`config.mk`:
```
export PLATFORM = sky130hd
export DESIGN_NAME = pic_multi
export DESIGN_NICKNAME = d
export VERILOG_FILES = /design/src/rtl/pic_multi.sv
export SDC_FILE = /design/constraint.sdc
export NUM_CORES = 1
export LEC_CHECK = 0
export CAP_MARGIN = 20
export CORE_MARGIN = 8
export CORE_UTILIZATION = 35
export CTS_CLUSTER_SIZE = 40
export DETAILED_ROUTE_END_ITERATION = 10
export PLACE_DENSITY_LB_ADDON = 0.15
export SKIP_LAST_GASP = 1
export SLEW_MARGIN = 20
export SYNTH_ARGS = -nofsm -noshare
export SYNTH_HDL_FRONTEND = slang
export SYNTH_SLANG_ARGS = --single-unit
```
`constraint.sdc`:
```
create_clock -name CLK_I -period 1.7 [get_ports CLK_I]
set_clock_uncertainty 0.1 [all_clocks]
set_input_delay 0.17 -clock CLK_I [delete_from_list [all_inputs] [get_ports CLK_I]]
set_output_delay 0.17 -clock CLK_I [all_outputs]
set_load 0.05 [all_outputs]
```
`src/rtl/pic_multi.sv`:
```
// pic_multi: parametrised vectored interrupt controller.
//
// N_IRQ request lines with per-channel mask and edge/level selection.
// INTR_O is raised to the bus master while an unmasked request is pending.
// An INTA_I pulse returns VEC_BASE+winner on DataBus and moves the winner into
// service. EOI_I retires it.
//
// Optional build macro: ROTATE_PRIO_EN
//   undefined : fixed priority, index 0 highest
//   defined   : rotating priority, the channel just serviced drops to lowest
//
// Reset is synchronous and active-high (RST_I).

module pic_multi #(
    parameter int               N_IRQ    = 8,
    parameter int               DATA_W   = 8,
    parameter logic [DATA_W-1:0] VEC_BASE = 8'h20,
    parameter logic [DATA_W-1:0] SPUR_VEC = 8'hFF
) (
    input  logic              CLK_I,
    input  logic              RST_I,
    input  logic [N_IRQ-1:0]  IR,
    input  logic              CFG_WE,
    input  logic              CFG_SEL,
    input  logic [N_IRQ-1:0]  CFG_DAT,
    input  logic              INTA_I,
    input  logic              EOI_I,
    output logic              INTR_O,
    output logic [DATA_W-1:0] DataBus,
    output logic [N_IRQ-1:0]  IRR_O,
    output logic [N_IRQ-1:0]  ISR_O
);

    localparam int IDXW = (N_IRQ > 1) ? $clog2(N_IRQ) : 1;

    typedef enum logic [1:0] {
        IDLE    = 2'd0,
        REQ     = 2'd1,
        SERVICE = 2'd2
    } picState_e;

    picState_e         r_state;
    logic [N_IRQ-1:0]  r_irQ;
    logic [N_IRQ-1:0]  r_irr;
    logic [N_IRQ-1:0]  r_isr;
    logic [N_IRQ-1:0]  r_mask;
    logic [N_IRQ-1:0]  r_edge;
    logic              r_intr;
    logic [DATA_W-1:0] r_dataBus;

    logic [N_IRQ-1:0]  w_req;
    logic              w_reqAny;
    logic [IDXW-1:0]   w_winIdx;
    logic [N_IRQ-1:0]  w_winOneHot;
    logic              w_ack;
    logic [N_IRQ-1:0]  w_ackClr;
    logic [N_IRQ-1:0]  w_rise;
    logic [DATA_W-1:0] w_vector;

`ifdef ROTATE_PRIO_EN
    logic [IDXW-1:0]   r_ptr;
    logic [IDXW-1:0]   r_svcIdx;
    logic [N_IRQ-1:0]  w_rot;
    logic [IDXW-1:0]   w_off;
    logic [IDXW:0]     w_sum;
`endif

    assign w_req    = r_irr & ~r_mask;
    assign w_reqAny = |w_req;
    assign w_rise   = IR & ~r_irQ;
    assign w_vector = VEC_BASE + DATA_W'(w_winIdx);

    assign INTR_O  = r_intr;
    assign DataBus = r_dataBus;
    assign IRR_O   = r_irr;
    assign ISR_O   = r_isr;

`ifdef ROTATE_PRIO_EN
    // Rotating search: rotate req so the pointer sits at bit 0, pick the lowest
    // set bit, then add the pointer back modulo N_IRQ to recover the channel.
    always_comb begin
        w_rot    = (w_req >> r_ptr) | (w_req << (IDXW'(N_IRQ) - r_ptr));
        w_off    = '0;
        w_sum    = '0;
        w_winIdx = '0;
        for (int i = N_IRQ - 1; i >= 0; i--) begin
            if (w_rot[i]) begin
                w_off = IDXW'(i);
            end
        end
        w_sum = {1'b0, r_ptr} + {1'b0, w_off};
        if (w_sum >= (IDXW+1)'(N_IRQ)) begin
            w_winIdx = IDXW'(w_sum - (IDXW+1)'(N_IRQ));
        end else begin
            w_winIdx = IDXW'(w_sum);
        end
    end
`else
    // Fixed priority search: the lowest-numbered pending unmasked channel wins.
    always_comb begin
        w_winIdx = '0;
        for (int i = N_IRQ - 1; i >= 0; i--) begin
            if (w_req[i]) begin
                w_winIdx = IDXW'(i);
            end
        end
    end
`endif

    // Decode the winner and work out which IRR bit an acknowledge retires;
    // level channels are never cleared here because they simply track the pin.
    always_comb begin
        w_winOneHot = N_IRQ'(1) << w_winIdx;
        w_ack       = (r_state == REQ) && INTA_I && w_reqAny;
        w_ackClr    = '0;
        if (w_ack) begin
            w_ackClr = w_winOneHot & r_edge;
        end
    end

    // Input sampling and configuration registers; a write lands on the next
    // edge so anything decided this cycle still sees the old MASK/EDGE.
    always_ff @(posedge CLK_I) begin
        if (RST_I) begin
            r_irQ  <= '0;
            r_mask <= '1;
            r_edge <= '1;
        end else begin
            r_irQ <= IR;
            if (CFG_WE) begin
                if (CFG_SEL) begin
                    r_edge <= CFG_DAT;
                end else begin
                    r_mask <= CFG_DAT;
                end
            end
        end
    end

    // Pending register: edge channels latch a rising edge and hold it until
    // acknowledged (a fresh edge in the ack cycle keeps the bit set); level
    // channels follow the sampled pin.
    always_ff @(posedge CLK_I) begin
        if (RST_I) begin
            r_irr <= '0;
        end else begin
            r_irr <= (r_edge & (w_rise | (r_irr & ~w_ackClr))) | (~r_edge & IR);
        end
    end

    // Handshake FSM with registered INTR_O, DataBus and ISR.
    always_ff @(posedge CLK_I) begin
        if (RST_I) begin
            r_state   <= IDLE;
            r_intr    <= 1'b0;
            r_dataBus <= '0;
            r_isr     <= '0;
`ifdef ROTATE_PRIO_EN
            r_ptr     <= '0;
            r_svcIdx  <= '0;
`endif
        end else begin
            unique case (r_state)
                IDLE: begin
                    if (INTA_I) begin
                        r_dataBus <= SPUR_VEC;
                    end
                    if (w_reqAny) begin
                        r_state <= REQ;
                        r_intr  <= 1'b1;
                    end else begin
                        r_intr  <= 1'b0;
                    end
                end
                REQ: begin
                    if (!w_reqAny) begin
                        r_state <= IDLE;
                        r_intr  <= 1'b0;
                        if (INTA_I) begin
                            r_dataBus <= SPUR_VEC;
                        end
                    end else if (INTA_I) begin
                        r_state   <= SERVICE;
                        r_intr    <= 1'b0;
                        r_dataBus <= w_vector;
                        r_isr     <= w_winOneHot;
`ifdef ROTATE_PRIO_EN
                        r_svcIdx  <= w_winIdx;
`endif
                    end else begin
                        r_intr  <= 1'b1;
                    end
                end
                SERVICE: begin
                    r_intr <= 1'b0;
                    if (INTA_I) begin
                        r_dataBus <= SPUR_VEC;
                    end
                    if (EOI_I) begin
                        r_isr   <= '0;
                        r_state <= IDLE;
`ifdef ROTATE_PRIO_EN
                        if (r_svcIdx == IDXW'(N_IRQ - 1)) begin
                            r_ptr <= '0;
                        end else begin
                            r_ptr <= r_svcIdx + IDXW'(1);
                        end
`endif
                    end
                end
                default: begin
                    r_state <= IDLE;
                    r_intr  <= 1'b0;
                end
            endcase
        end
    end

endmodule
```
==> After elaboration in Yosys (flattened, before gate mapping) <==
Index checks and enable logic that the tools add are counted.
{ "word_totals": {"ff_bits": 51, "in_bits": 22} }
{ "classes": {"add_sub_neg": 1, "muxes": 26, "shifts": 1, "reduce_logical": 12, "n_eq_ne": 7, "bitwise_logic": 13} }
{ "ops": {"columns": ["cell", "count"], "rows": [
  ["8-bit 2-to-1 mux", 7],
  ["8-bit bitwise AND", 6],
  ["8-bit NOT", 4],
  ["8-bit one-hot mux with 2 select lines", 2],
  ["3-bit 2-to-1 mux", 8],
  ["8-bit bitwise OR", 2],
  ["2-bit 2-to-1 mux", 4],
  ["2-bit != test (second input constant)", 4],
  ["8-bit OR reduction", 1],
  ["1-bit by 3-bit << shifter with 8-bit output (first input constant)", 1],
  ["6-bit by 3-bit adder with 7-bit output (first input constant)", 1],
  ["2-bit one-hot mux with 3 select lines", 1],
  ["2-bit AND reduction", 3],
  ["4-bit AND reduction", 1],
  ["2-bit nonzero test", 2],
  ["1-bit 2-to-1 mux", 3],
  ["3-bit != test (second input constant)", 1],
  ["3-bit AND reduction", 1],
  ["2-bit by 1-bit == test with 1-bit output (second input constant)", 1],
  ["2-bit == test (second input constant)", 1],
  ["1-bit logical AND", 2],
  ["2-bit logical NOT", 1],
  ["1-bit one-hot mux with 2 select lines", 1],
  ["2-bit OR reduction", 1],
  ["1-bit NOT", 1]
]} }

==> Longest topological paths before layout <==
Gate-level depths: netlist of run 1.
{ "depth": {"ltp_word": 18, "depth_mapped": 7, "mapped_depth_nobuf": 5} }

==> Least setup slack after synthesis of run 1 <==
Ideal clock, no wire load.
{ "synth_timing": {"path_kind": "register to register", "start": "register r_irr[2], in the netlist IRR_O[2]", "end": "register r_irr[4], in the netlist IRR_O[4]", "synth_period_minus_slack_ns": 1.878, "setup_time_ns": 0.116, "slack_ns": -0.178, "stages_incl_launch_ff": 6, "n_path_buf": 0, "t_arrival_ns": 1.662, "path_cell_list": "dfxtp_1 > or2b_4 > nand3_2 > o221ai_2 > or2_1 > a41o_1"} }
{ "synth_via": {"elab_chain_cells": 12, "elab_cells_between_ends": 14, "classes_between": "1 x shift; 4 x mux; 7 x bitwise; 2 x reduce/logical"} }
{ "synth_lines": {"columns": ["element", "line", "rtl"], "rows": [
  ["start, declared", "44", "logic [N_IRQ-1:0] r_irr;"],
  ["start signal, assigned", "147", "r_irr <= (r_edge & (w_rise | (r_irr & ~w_ackClr))) | (~r_edge & IR);"],
  ["8-bit bitwise AND (*)", "68", "assign w_req = r_irr & ~r_mask;"],
  ["3-bit 2-to-1 mux (3 in a row)", "103", "if (w_req[i]) begin"],
  ["1-bit by 3-bit << shifter with 8-bit output", "113", "w_winOneHot = N_IRQ'(1) << w_winIdx;"],
  ["8-bit bitwise AND", "117", "w_ackClr = w_winOneHot & r_edge;"],
  ["8-bit 2-to-1 mux (*)", "116", "if (w_ack) begin"],
  ["8-bit NOT (*)", "147", null],
  ["8-bit bitwise AND (*)", "147", null],
  ["8-bit bitwise OR (*)", "147", null],
  ["8-bit bitwise AND (*)", "147", null],
  ["8-bit bitwise OR (*)", "147", null]
]} }
Mark *: on every way between the ends. The rest lies on a longest branch, timed or not.
A chain may end at the register's enable or synchronous reset.

==> Final worst setup path of run 1 <==
{ "layout_timing": {"start": "register r_irr[0], in the netlist IRR_O[0]", "end": "register r_irr[4], in the netlist IRR_O[4]"} }
{ "layout_via": {"elab_chain_cells": 10, "elab_cells_between_ends": 12, "classes_between": "1 x shift; 2 x mux; 7 x bitwise; 2 x reduce/logical"} }
{ "layout_lines": {"columns": ["element", "line"], "rows": [
  ["8-bit bitwise AND (*)", "68"],
  ["3-bit 2-to-1 mux", "103"],
  ["1-bit by 3-bit << shifter with 8-bit output", "113"],
  ["8-bit bitwise AND", "117"],
  ["8-bit 2-to-1 mux (*)", "116"],
  ["8-bit NOT (*)", "147"],
  ["8-bit bitwise AND (*)", "147"],
  ["8-bit bitwise OR (*)", "147"],
  ["8-bit bitwise AND (*)", "147"],
  ["8-bit bitwise OR (*)", "147"]
]} }
Marks and branches as above.

==> results, run 1 <==
- The maximum buffer depth of the clock tree is 2.
- The number of buffer and inverter stages on the critical path is 0.
- The count of final hold-check violations was 0.
- The floorplan step set the die width to 92.36 um.
- The number of setup buffers added after CTS is 0.
- The layout overhead on the synthesized area is 35.62%.
- The switching power as a share of total power is 0.2749.
- STA classifies the critical path startpoint as a flop.
- The critical path endpoint is IRR_O[4].
- The worst register-to-register path has a setup slack of 0.06 ns.
- Counting the buffers created by CTS gives 5.
- The cell count after synthesis came out at 216.
- The maximum fanout along the worst path is 5.
- The signal on the critical path passes through or2b_4, nand2_1, o221ai_2, or2_1, a41o_1.
- Summed over all layers, the routed wires come to 4918 um.
- Entering global routing, the biggest net connects 25 pins.
- The actual slew at the worst max-slew pin is 0.5373 ns.
- The final number of setup-violating endpoints is 0.
- Dividing the detail-routed wire length by the instance count gives 14.05 um.
- The count of warnings emitted by yosys is 0.
- The end of the worst register-to-register path is IRR_O[4].
- The internal portion of the total power is 1969 uW.
- Tracing the worst setup path back leads to its startpoint at IRR_O[0].
- The total global routing track utilization is 0.1200.
- The via-per-instance ratio is 4.943.
- The cell count of the worst reg-to-reg path is 5.
- The number of search-and-repair iterations in the first detailed-routing pass is 4.
- The post-route clock period utilization is 0.9638.
- The number of hold buffers added after CTS was 0.
- The leftover overflow at the end of global routing is 0.
- The floorplan die height is 92.36 um.
- The clock drives 51 sinks.
- The clock tree root buffer cell is sky130_fd_sc_hd__clkbuf_8.
- Summed over all cells, the static leakage comes to 0.001209 uW.
- The part of the total power dissipated in the clock network is 0.317.
- The number of nets in the synthesized netlist is 238.
- The proportion of layout cells with a drive suffix above 1 is 0.2691.
- The congestion estimate from routability-driven global placement came to 0.8078.
- The switching power is 746.8 uW.
- After synthesis, the share of flip-flops with an asynchronous set or reset is 0.
- The final layout contains 296 nets.
- The slowest cell on the critical path is sky130_fd_sc_hd__dfxtp_2.
- Fill cells in the final layout number 603.
- The via count is 1730.
- The number of distinct library cells after synthesis is 44.
- The core outline area is 5781 um^2.
- The part of the Yosys area used for sequential elements is 0.5003.
- The classification of the worst setup path is reg -> reg.
- The via count of the first global-routing pass is 1720.
- The post-DP HPWL is 3865 um.
- Dividing the synthesized area by the synthesized cell count gives 9.448 um^2.
- The upper clock frequency limit is 0.6103 GHz.
- For this block, the initial DRC count from the detailed router was 64.
- TritonCTS built the clock tree.
- The highest cell delay on the worst timing path is 0.36 ns.
- In this run the cell area of the synthesized design comes to 2041 um^2.
- Before CTS, the worst setup slack after placement is -0.08139 ns.
- The number of slew-limit violations in the final report is 0.
- Subtracting the final worst setup slack from the clock period gives 1.639 ns.
- The run finished with clean final reports.
- The proportion of power drawn by combinational gates is 0.192.
- Power spread over the standard cell area amounts to 981.4 nW/um^2.
- Yosys mapped a number of flops with a built-in enable equal to 0.
- At the worst endpoint, the required time is 1.80 ns.
- The signal arrival time at the worst endpoint is 1.74 ns.
- After detailed routing, the number of remaining DRC violations is 0.
- Buffers placed on the I/O ports in this run total 46.
- The number of gates on the worst path with buffers counted is 5.
- The main flop type after synthesis is sky130_fd_sc_hd__dfxtp_1.
- Headroom to the max-slew limit came out at 0.6411.
- Once detail routing completed, the nets flagged for antenna violations numbered 0.
- The H-tree was split into 2 levels.
- The cell row count is 28.
- The clock transition time at the flip-flop clock pins of the worst setup and hold paths is 0.09 ns.
- The number of antenna violations at the first check in global routing is 0.
- The cell family contributing the most delay on the critical path is simple AND/OR/NAND/NOR gates.
- The final design utilization is 0.4788.
- The worst hold path belongs to the class in -> reg.
- Across the run, the number of max-cap violations was 0.
- The library cells used most frequently in the layout, excluding fill and tap cells, are sky130_fd_sc_hd__dfxtp_1 (45), sky130_fd_sc_hd__buf_4 (40), sky130_fd_sc_hd__nand2_1 (33), sky130_fd_sc_hd__nand3_1 (29), sky130_fd_sc_hd__clkdlybuf4s50_1 (21).
- The worst setup path is captured at a flop.
- The insertion delay of the later-clocked pin in the worst-skew pair is 0.30 ns.
- In this run the count of I/O pins placed on the die edge is 47.
- The global-route wire length before repair is 8259 um.
- The die covers 8530 um^2.
- In this run, synthesis produced a sequential element count of 51.
- The final antenna diode count is 0.
- Setup repair after global routing left no endpoint under its margin.
- The most frequent standard cell in the layout excluding fill and tap cells is sky130_fd_sc_hd__dfxtp_1.
- IR analysis of the VDD net gives a maximum drop of 0.0004424 V.
- The worst setup slack after layout is 0.06149 ns.
- Of the total power, registers draw 0.492.
- The startpoint identified for the worst register-to-register timing path is IRR_O[0].
- For this configuration, the core starts out at a cell density of 0.3530.
-- synthesized netlist by cell type (2+ instances only) --
library cell / number / area [um^2]
sky130_fd_sc_hd__nand2b_1: 6 / 37.54
sky130_fd_sc_hd__a41o_1: 8 / 80.08
sky130_fd_sc_hd__nand3b_1: 2 / 15.01
sky130_fd_sc_hd__clkbuf_1: 7 / 26.28
sky130_fd_sc_hd__or2b_4: 2 / 22.52
sky130_fd_sc_hd__buf_1: 2 / 7.510
sky130_fd_sc_hd__a2111oi_0: 2 / 17.52
sky130_fd_sc_hd__o21a_1: 4 / 30.03
sky130_fd_sc_hd__nor2_1: 9 / 33.78
sky130_fd_sc_hd__nand3_1: 29 / 145.1
sky130_fd_sc_hd__a21boi_1: 2 / 15.01
sky130_fd_sc_hd__a21boi_0: 8 / 60.06
sky130_fd_sc_hd__a21oi_1: 5 / 25.02
sky130_fd_sc_hd__nand2_1: 34 / 127.6
sky130_fd_sc_hd__a22oi_1: 2 / 15.01
sky130_fd_sc_hd__a32oi_1: 4 / 35.03
sky130_fd_sc_hd__dfxtp_1: 51 / 1021
sky130_fd_sc_hd__nor2b_1: 13 / 81.33
-- per-layer routing --
metal	track usage	up-vias	part of all wire
li1	-	883	-
met1	0.1448	809	0.48
met2	0.1937	33	0.45
met3	0.04531	5	0.055
met4	0.03624	0	0.013
met5	0	-	0
-- through the flow --
| step | cells | power, uW | cell area (um^2) | setup TNS (ns) | hold WS, ns |
|---|---|---|---|---|---|
| 5_1_grt | 350 | 2851 | 2768 | 0 | 0.3172 |
| 3_5_place_dp | 342 | 1882 | 2623 | -0.3538 | 0.3561 |
| 6_report | 350 | 2716 | 2768 | 0 | 0.3257 |
| 3_3_place_gp | 342 | 1876 | 2623 | -0.1918 | 0.3485 |
| 2_1_floorplan | 216 | 1685 | 2048 | -0.008776 | 0.1497 |
| 4_1_cts | 350 | 2748 | 2744 | 0 | 0.3196 |
-- power by group through the flow --
stage | Combinational, uW | Sequential (uW) | Clock, uW
after global routing | 558 | 1350 | 946
after CTS | 521 | 1340 | 892
after detailed placement | 519 | 1360 | 0
after floorplan | 197 | 1490 | 0
after global placement | 515 | 1360 | 0
final | 520 | 1340 | 861
-- final cells by class --
| cell class | count | area [um^2] | share of cell area |
|---|---|---|---|
| sequential | 51 | 1028 | 0.3716 |
| multi-input combinational | 152 | 989.7 | 0.3576 |
| clock inverter | 2 | 35.03 | 0.01266 |
| timing repair buffer | 62 | 530.5 | 0.1917 |
| clock buffer | 6 | 82.58 | 0.02984 |
| inverter | 2 | 7.507 | 0.002712 |
| tap | 75 | 93.84 | 0.03391 |
-- cell families after synthesis --
logic type,share of synthesized area
compound gates,0.1766
buf+inv,0.02820
flops,0.5003
simple gates,0.2949
-- worst min-delay path by stage --
| stage | start | to | slack [ns] | cells past startpoint |
|---|---|---|---|---|
| floorplan | RST_I | r_irQ[0] | 0.15 | 1 |
| global placement | DataBus[6] | DataBus[6] | 0.35 | 1 |
| detailed placement | DataBus[6] | DataBus[6] | 0.36 | 1 |
| CTS | IR[7] | r_irQ[7] | 0.32 | 2 |
| global route | IR[5] | r_irQ[5] | 0.32 | 2 |
| finish | IR[0] | r_irQ[0] | 0.33 | 2 |
-- state kept, by name (all words and copies together) (netlist names) --
| register | cells |
|---|---|
| ISR_O | 8 |
| INTR_O | 1 |
| r_edge | 8 |
| IRR_O | 8 |
| r_mask | 8 |
| DataBus | 8 |
| r_irQ | 8 |
| r_state | 2 |
-- timing repair --
| action | CTS | global route |
|---|---|---|
| setup endpoints to repair | 2 | 3 |
| cloned | 0 | 0 |
| pin swaps | 0 | 1 |
| resized for setup | 1 | 5 |
Note: power is estimated with default switching activity, not from simulation.
==> run 2: changes to the inputs <==
SLEW_MARGIN = 30   (was 20)
==> results of run 2 <==
Same layout as run 1: the final DEF is identical, and so are final timing and power.
